File: src/rtl/fetch_sequencer.sv
`default_nettype none
// ============================================================================
// Module   : fetch_sequencer
// Purpose  : Instruction-fetch control FSM for the 16-bit controller. Issues
//            memory reads for the opcode word and, for two-word instructions,
//            the immediate word. Pulses the ISR/immediate load strobes and the
//            PC increment, decodes halt / two-word opcodes, then hands the
//            instruction to the execute stage and waits for completion.
// Ports    : i_clk        system clock (rising edge)
//            i_clr        asynchronous active-high reset
//            i_run        run enable (level)
//            i_halt_req   halt request, latched, honoured at instr boundary
//            i_mem_rdy    read data valid on M_BUS this cycle
//            i_isr[15:0]  current instruction register contents
//            i_exec_done  execute unit finished current instruction
//            o_mas        memory address select = PC
//            o_mem_rd     memory read request
//            o_mis        load ISR from M_BUS (one cycle)
//            o_mim        load immediate register from M_BUS (one cycle)
//            o_pc_inc     increment PC (one cycle)
//            o_exec       execute phase active
//            o_halted     in HALT state
//            o_fault      bus timeout fault (sticky until i_clr)
//            o_state[2:0] current state encoding
// Revision : 1.0 - initial release
// ============================================================================
module fetch_sequencer #(
  parameter int TIMEOUT = 15  // legal range 1..255
) (
  input  logic        i_clk,
  input  logic        i_clr,
  input  logic        i_run,
  input  logic        i_halt_req,
  input  logic        i_mem_rdy,
  input  logic [15:0] i_isr,
  input  logic        i_exec_done,
  output logic        o_mas,
  output logic        o_mem_rd,
  output logic        o_mis,
  output logic        o_mim,
  output logic        o_pc_inc,
  output logic        o_exec,
  output logic        o_halted,
  output logic        o_fault,
  output logic [2:0]  o_state
);

  typedef enum logic [2:0] {
    S_IDLE      = 3'd0,
    S_FETCH     = 3'd1,
    S_DECODE    = 3'd2,
    S_FETCH_IMM = 3'd3,
    S_EXEC      = 3'd4,
    S_HALT      = 3'd5,
    S_FAULT     = 3'd6
  } state_t;

  // Wait count value seen during the TIMEOUT-th consecutive wait cycle.
  localparam logic [7:0] c_WAIT_LAST = 8'(TIMEOUT - 1);

  state_t      r_state;
  state_t      w_state_nxt;
  logic [7:0]  r_wait;
  logic [7:0]  w_wait_nxt;
  logic        r_pend;
  logic        w_pend_now;
  logic        w_pend_nxt;
  logic        w_in_fetch;
  logic        w_timeout;
  logic        w_unused_isr;

  assign w_unused_isr = ^i_isr[11:0];

  assign w_in_fetch = (r_state == S_FETCH) || (r_state == S_FETCH_IMM);
  // The TIMEOUT-th fetch cycle faults even if data arrives in that cycle.
  assign w_timeout  = w_in_fetch && (r_wait == c_WAIT_LAST);
  // A halt request arriving this cycle counts as pending for this cycle's
  // decision, so it wins against a simultaneous EXEC_DONE.
  assign w_pend_now = r_pend ||
                      (i_halt_req && (r_state != S_HALT) && (r_state != S_FAULT));

  always_comb begin
    w_state_nxt = r_state;
    o_mas       = 1'b0;
    o_mem_rd    = 1'b0;
    o_mis       = 1'b0;
    o_mim       = 1'b0;
    o_pc_inc    = 1'b0;
    o_exec      = 1'b0;
    o_halted    = 1'b0;
    o_fault     = 1'b0;
    case (r_state)
      S_IDLE: begin
        if (i_run) w_state_nxt = w_pend_now ? S_HALT : S_FETCH;
      end
      S_FETCH, S_FETCH_IMM: begin
        o_mas    = 1'b1;
        o_mem_rd = 1'b1;
        if (w_timeout) begin
          w_state_nxt = S_FAULT;
        end else if (i_mem_rdy) begin
          o_pc_inc = 1'b1;
          if (r_state == S_FETCH) begin
            o_mis       = 1'b1;
            w_state_nxt = S_DECODE;
          end else begin
            o_mim       = 1'b1;
            w_state_nxt = S_EXEC;
          end
        end
      end
      S_DECODE: begin
        if (i_isr[15:12] == 4'hF)      w_state_nxt = S_HALT;
        else if (i_isr[15:12] == 4'h1) w_state_nxt = S_FETCH_IMM;
        else                           w_state_nxt = S_EXEC;
      end
      S_EXEC: begin
        o_exec = 1'b1;
        if (i_exec_done) begin
          if (w_pend_now)  w_state_nxt = S_HALT;
          else if (!i_run) w_state_nxt = S_IDLE;
          else             w_state_nxt = S_FETCH;
        end
      end
      S_HALT: begin
        o_halted = 1'b1;
        if (!i_run) w_state_nxt = S_IDLE;
      end
      S_FAULT: begin
        o_fault = 1'b1;
      end
      default: begin
        w_state_nxt = S_IDLE;
      end
    endcase
  end

  // Counter is zero outside the fetch states, so entering a fetch state
  // always starts from zero; it only advances on wait cycles.
  always_comb begin
    w_wait_nxt = 8'd0;
    if (w_in_fetch && !w_timeout && !i_mem_rdy) w_wait_nxt = r_wait + 8'd1;
  end

  assign w_pend_nxt = (w_state_nxt == S_HALT) ? 1'b0 : w_pend_now;

  always_ff @(posedge i_clk or posedge i_clr) begin
    if (i_clr) begin
      r_state <= S_IDLE;
      r_wait  <= 8'd0;
      r_pend  <= 1'b0;
    end else begin
      r_state <= w_state_nxt;
      r_wait  <= w_wait_nxt;
      r_pend  <= w_pend_nxt;
    end
  end

  assign o_state = r_state;

endmodule
`default_nettype wire

File: config.mk
export PLATFORM = sky130hd
export DESIGN_NAME = fetch_sequencer
export DESIGN_NICKNAME = d
export VERILOG_FILES = /design/src/rtl/fetch_sequencer.sv
export SDC_FILE = /design/constraint.sdc
export NUM_CORES = 1
export LEC_CHECK = 0
export ABC_AREA = 1
export BUFFER_PORTS_ARGS = -buffer_cell sky130_fd_sc_hd__buf_4
export CAP_MARGIN = 20
export CORE_ASPECT_RATIO = 1.1
export CORE_MARGIN = 1
export CORE_UTILIZATION = 30
export DETAILED_ROUTE_END_ITERATION = 8
export GPL_TIMING_DRIVEN = 0
export HOLD_SLACK_MARGIN = 0.15
export SKIP_CTS_REPAIR_TIMING = 1
export SYNTH_ARGS = -nofsm -noshare
export SYNTH_HDL_FRONTEND = slang
export SYNTH_SLANG_ARGS = --single-unit
File: constraint.sdc
create_clock -name i_clk -period 2.46 [get_ports i_clk]
set_input_delay 0.246 -clock i_clk [delete_from_list [all_inputs] [get_ports i_clk]]
set_output_delay 0.246 -clock i_clk [all_outputs]
set_load 0.01 [all_outputs]
==> impl_metrics.json, run 1 <==
{
  "worst-endpoint-required_ns": 2.21,
  "p_clk_frac": 0.173,
  "hpwl_mm": 1.30,
  "fin_util": 0.415,
  "synth_nets": 142,
  "worst_pin_slew_ns": 0.464,
  "rsz0062_at_grt": "false",
  "drive_gt1_frac": 0.245,
  "hold_ws_ns": 0.327,
  "cp-end-kind": "primary output",
  "outcome": "finished, final reports clean",
  "synth.top_cell.area_share": 0.366,
  "grt_max_degree": 13,
  "track_usage": 0.127,
  "routed_wl_mm": 1.66,
  "yosysTopAreaCell": "dfrtp_1",
  "hold_viol_final": 0,
  "clk_pin_slew_ns": 0.08,
  "met2WireLength_um": 802,
  "nets": 168,
  "power_frac_comb": 0.517,
  "r2r-end": "r_pend",
  "ant_nets": 0,
  "max_freq_mhz": 527,
  "hold_depth": 5,
  "cp_max_fo": 4,
  "cts_tree": "done",
  "start_kind": "register",
  "antenna_found_initial": 0,
  "reg2reg_from": "r_wait[0]",
  "drc": 0,
  "viasPerCell": 4.61,
  "die_x_um": 51.8,
  "syn_area_um2": 820,
  "min_to": "o_state[0]",
  "cts.sinks": 12,
  "die_y_um": 56.8,
  "core_area_um2": 2540,
  "port_buffers": 20,
  "clockBufferDepth": 2,
  "crit_chain": "inv_1 > ha_1 > inv_1 > nor2_1 > nand3_2 > nand2_1 > nor2_1 > nand2_1 > inv_1 > buf_4",
  "first_global_vias": 710,
  "ios": 33,
  "internal_power_uw": 527,
  "drv_slew": 0,
  "wl_per_cell_um": 9.56,
  "start_util": 0.322,
  "cts_buffers": 3,
  "drt_first_pass_iters": 4,
  "ys_ff_latch": 12,
  "hp-start": "i_run",
  "p_sw_frac": 0.416,
  "critPathKind": "reg2out",
  "cap_violations": 0,
  "antenna_cells": 0,
  "ctsHtreeMaxLevel": 1,
  "drtIter0Drc": 29,
  "top_layer": "met4",
  "fill_cells": 261,
  "die_area_um2": 2950,
  "area_growth_pct": 28.7,
  "wl_met1_um": 742,
  "synthCells": 118,
  "fin_crit_ns": 1.90,
  "worst_slack_ns": 0.562,
  "p_seq_frac": 0.310,
  "power_switching_uw": 376,
  "slowest_delay_ns": 0.40,
  "clock_latency_ns": 0.27,
  "powerDensity_nw_per_um2": 856,
  "ys_warn_count": 0,
  "syn_avg_cell_area_um2": 6.95,
  "regToRegSetupSlack_ns": 0.91,
  "hold_class": "in2reg",
  "grt_pass1_wl_mm": 2.84,
  "grt_overflow_total": 0,
  "slew-limit-headroom": 0.690,
  "cts_root_buf": "clkbuf_4",
  "arrival_ns": 1.65,
  "rows": 19,
  "irDropWorstVdd_uv": 370,
  "num_vias": 803,
  "pre_cts_ws_ns": 0.852,
  "synth_cell_type_count": 21,
  "r2r_cells": 11,
  "fin_setup_tns_ns": 0,
  "p_leak_nw": 0.593,
  "fin_skew_ns": 0.00201,
  "crit_top_cell": "inv_1",
  "setup_viol_count_final": 0,
  "synthTopCellsByArea": "dfrtp_1 (37%), nand2_1 (12%), inv_1 (10%)",
  "detailroute.wirelength.met3_um": 104,
  "yosysSeqAreaShare": 0.366,
  "final_cell_area_um2": 1050,
  "crit_slowest_cell": "dfrtp_1",
  "fin_crit_sh": 0.772,
  "placed_area_um2": 1010,
  "gp_congestion": 0.810
}
-- per-stage QoR --
stage	total power, mW	instances
floorplan	0.583	118
global placement	0.750	169
detailed placement	0.756	169
CTS	0.915	173
global route	0.992	174
finish	0.903	174
-- metal layers --
layer,vias up,GRT usage
li1,418,-
met1,354,0.157
met2,27,0.214
met3,4,0.0163
met4,0,0.0579
met5,-,0
-- layout by cell type (no fill, tap or decap) --
master	count
o21ai_0	3
ha_1	2
nand2_2	1
nor3_1	3
nand3_2	4
dfrtp_1	12
nor2_2	1
a21oi_1	4
nor2_1	18
nand3_4	1
buf_4	21
dlygate4sd3_1	1
clkbuf_4	3
nand3_1	8
nand2_1	27
nand4_1	2
nor3b_1	2
clkbuf_8	1
inv_2	2
and3_1	1
inv_1	22
nor3b_2	1
xor2_1	1
a31oi_1	2
-- cells by family (layout without fill, tap and decap cells) --
kind of cell    count (synthesis)  in the layout  share of synthesized area
xor+xnor                        1              1                     0.0107
simple gates                   69             69                      0.415
fa+ha+maj                       2              2                     0.0305
compound gates                  9              9                     0.0580
flops                          12             12                      0.366
buf+inv                        25             50                      0.119
-- worst max-delay path: cells and delay by family, from the launching register on --
family / cells / cell delay, ns
buffers and inverters: 4 / 0.31
flip-flops: 1 / 0.40
adder cells (fa/ha/maj): 1 / 0.15
AND/OR/NAND/NOR: 5 / 0.54
-- area by class of cell --
type | instances | area (um2) | share of cell area
Buffer | 1 | 7.51 | 0.00712
Clock buffer | 4 | 36.3 | 0.0344
Inverter | 24 | 90.1 | 0.0854
Multi-Input combinational cell | 81 | 422 | 0.400
Sequential cell | 12 | 300 | 0.285
Tap cell | 31 | 38.8 | 0.0368
Timing Repair Buffer | 21 | 160 | 0.152
-- power groups by stage --
stage / Clock [mW] / Combinational [mW] / Sequential, mW
3_5_place_dp: 0 / 0.472 / 0.283
4_1_cts: 0.162 / 0.474 / 0.279
3_3_place_gp: 0 / 0.465 / 0.285
6_report: 0.156 / 0.467 / 0.280
5_1_grt: 0.170 / 0.532 / 0.290
2_1_floorplan: 0 / 0.297 / 0.286
-- state kept, by name (all words and copies together), names as in the netlist --
| register | flops |
|---|---|
| r_wait | 8 |
| o_state | 3 |
| r_pend | 1 |
-- synthesized netlist by cell type, drive strengths merged --
cell type	instances
nand2	28
and3	1
nand4	2
nand3	13
a31oi	2
nor3	3
ha	2
inv	24
o21ai	3
nor3b	3
a21oi	4
buf	1
dfrtp	12
xor2	1
nor2	19
-- worst max path at each step --
stage,from,to,slack (ns)
2_1_floorplan,o_state[1],o_mim,0.96
3_3_place_gp,r_wait[0],o_mim,0.87
3_5_place_dp,r_wait[0],o_mim,0.85
4_1_cts,r_wait[0],o_mim,0.54
5_1_grt,r_wait[0],o_mim,0.43
6_report,r_wait[0],o_mim,0.56
(Power assumes the default switching activity.)
==> run 2, diff against run 1 <==
==> constraint.sdc (replaced) <==
create_clock -name i_clk -period 1.6 [get_ports i_clk]
set_input_delay 0.16 -clock i_clk [delete_from_list [all_inputs] [get_ports i_clk]]
set_output_delay 0.16 -clock i_clk [all_outputs]
set_load 0.01 [all_outputs]
==> run 2 against run 1 <==
The flow now finishes with violations (negative setup slack); sequential cell count did not move; first-iteration DRC count fell by 6.9%; critical path type unchanged; hold slack got worse by 0.084 ns; combinational power rose by 95%; die area did not move; non-clock buffer count rose by 8; global-route usage did not move; clock skew fell by 0.0017 ns; critical endpoint unchanged; power rose by 76%.
==> impl_metrics.json, run 2 (synthesis results as in run 1) <==
{
  "die_y_um": 56.8,
  "startpoint": "o_state[2]",
  "cp-end-kind": "primary output",
  "fin_cells": 182,
  "power_frac_comb": 0.572,
  "wl_per_cell_um": 10.8,
  "cts_tree": "done",
  "first_global_vias": 710,
  "port_buffers": 20,
  "worst_pin_slew_ns": 0.470,
  "cap_violations": 0,
  "drc": 0,
  "die_x_um": 51.8,
  "reg2reg_from": "r_wait[1]",
  "powerDensity_nw_per_um2": 1370,
  "irDropWorstVdd_uv": 587,
  "num_vias": 860,
  "final_common_cell": "buf_4",
  "hold_viol_final": 0,
  "crit_end": "o_mim",
  "power_switching_uw": 659,
  "drive_gt1_frac": 0.358,
  "fin_crit_ns": 1.62,
  "final_cell_area_um2": 1160,
  "clk_pin_slew_ns": 0.08,
  "setup_viol_count_final": 1,
  "placed_area_um2": 1010,
  "dp_cells": 169,
  "die_area_um2": 2950,
  "drv_slew": 0,
  "outcome": "complete, but fails checks",
  "cts_root_buf": "clkbuf_4",
  "routed_wl_mm": 1.96,
  "r2r_cells": 10,
  "fin_skew_ns": 0.000341,
  "antenna_found_initial": 0,
  "ant_nets": 0,
  "fin_crit_sh": 1.01,
  "critPathKind": "reg2out",
  "grt_overflow_total": 0,
  "hold_class": "in2reg",
  "regToRegSetupSlack_ns": 0.11,
  "internal_power_uw": 930,
  "clock_latency_ns": 0.27,
  "antenna_cells": 0,
  "clockBufferDepth": 2,
  "hold_depth": 5,
  "pre_cts_ws_ns": 0.0422,
  "final_cell_mix": "buf_4 (28), nand2_1 (26), inv_1 (19), nor2_1 (16), dfrtp_1 (9)",
  "p_seq_frac": 0.276,
  "arrival_ns": 1.46,
  "nets": 176,
  "rows": 19,
  "track_usage": 0.127,
  "gp_congestion": 0.810,
  "p_leak_nw": 0.632,
  "cts.sinks": 12,
  "grt_pass1_wl_mm": 2.84,
  "failed_checks": "negative setup slack",
  "rsz0062_at_grt": "true",
  "largest_register": "r_wait",
  "r2r-end": "r_pend",
  "slew-limit-headroom": 0.686,
  "met2WireLength_mm": 1.03,
  "grt_max_degree": 13,
  "cp_max_fo": 5,
  "worst_slack_ns": -0.0174,
  "start_kind": "register",
  "start_util": 0.322,
  "hold_ws_ns": 0.243,
  "largest_reg_flops": 8,
  "p_clk_frac": 0.152,
  "drt_first_pass_iters": 4,
  "max_freq_mhz": 618,
  "top_layer": "met4",
  "area_growth_pct": 42.0,
  "viasPerCell": 4.73,
  "worst-endpoint-required_ns": 1.44,
  "drtIter0Drc": 27,
  "cts_buffers": 3,
  "ctsHtreeMaxLevel": 1,
  "core_area_um2": 2540,
  "wl_met1_um": 813,
  "hpwl_mm": 1.30,
  "p_sw_frac": 0.415,
  "power.total_mw": 1.59,
  "detailroute.wirelength.met3_um": 99,
  "ios": 33
}
run 2: area by class of cell:
type	instances	area (um2)
flip-flops and latches	12	304
fillers	245	1380
well taps	31	38.8
inverters	24	90.1
multi-input cells	81	463
plain buffers	1	7.51
clock buffers	4	36.3
repair buffers	29	224
run 2: power groups by stage:
stage | combinational (mW) | clock [mW] | sequential, mW
floorplan | 0.456 | 0 | 0.440
global placement | 0.715 | 0 | 0.438
detailed placement | 0.726 | 0 | 0.436
CTS | 0.729 | 0.249 | 0.429
global route | 1.01 | 0.261 | 0.449
finish | 0.909 | 0.241 | 0.438
run 2: how the worst min path moves through the flow:
stage / endpoint / start
CTS: r_wait[2] / i_clr
detailed placement: r_wait[2] / i_clr
global placement: r_wait[2] / i_clr
floorplan: o_state[0] / i_clr
finish: o_state[0] / i_run
global route: o_state[0] / i_run
run 2: critical path, stage by stage (launching register included):
cell and delay [ns]:
dfrtp_2 0.44, inv_2 0.12, nand3_1 0.14, nand2_4 0.11
nand2_2 0.05, nor2_2 0.11, nand2_1 0.06, inv_1 0.06
buf_6 0.09
run 2: through the flow:
step | utilization | setup TNS [ns]
6_report | 0.457 | -0.0174
3_3_place_gp | 0.396 | 0
5_1_grt | 0.457 | -0.191
4_1_cts | 0.411 | -0.378
2_1_floorplan | - | 0
3_5_place_dp | 0.396 | 0
run 2: per-layer routing:
layer	GRT usage	vias up
li1	-	434
met1	0.157	392
met2	0.214	30
met3	0.0163	4
met4	0.0579	0
met5	0	-
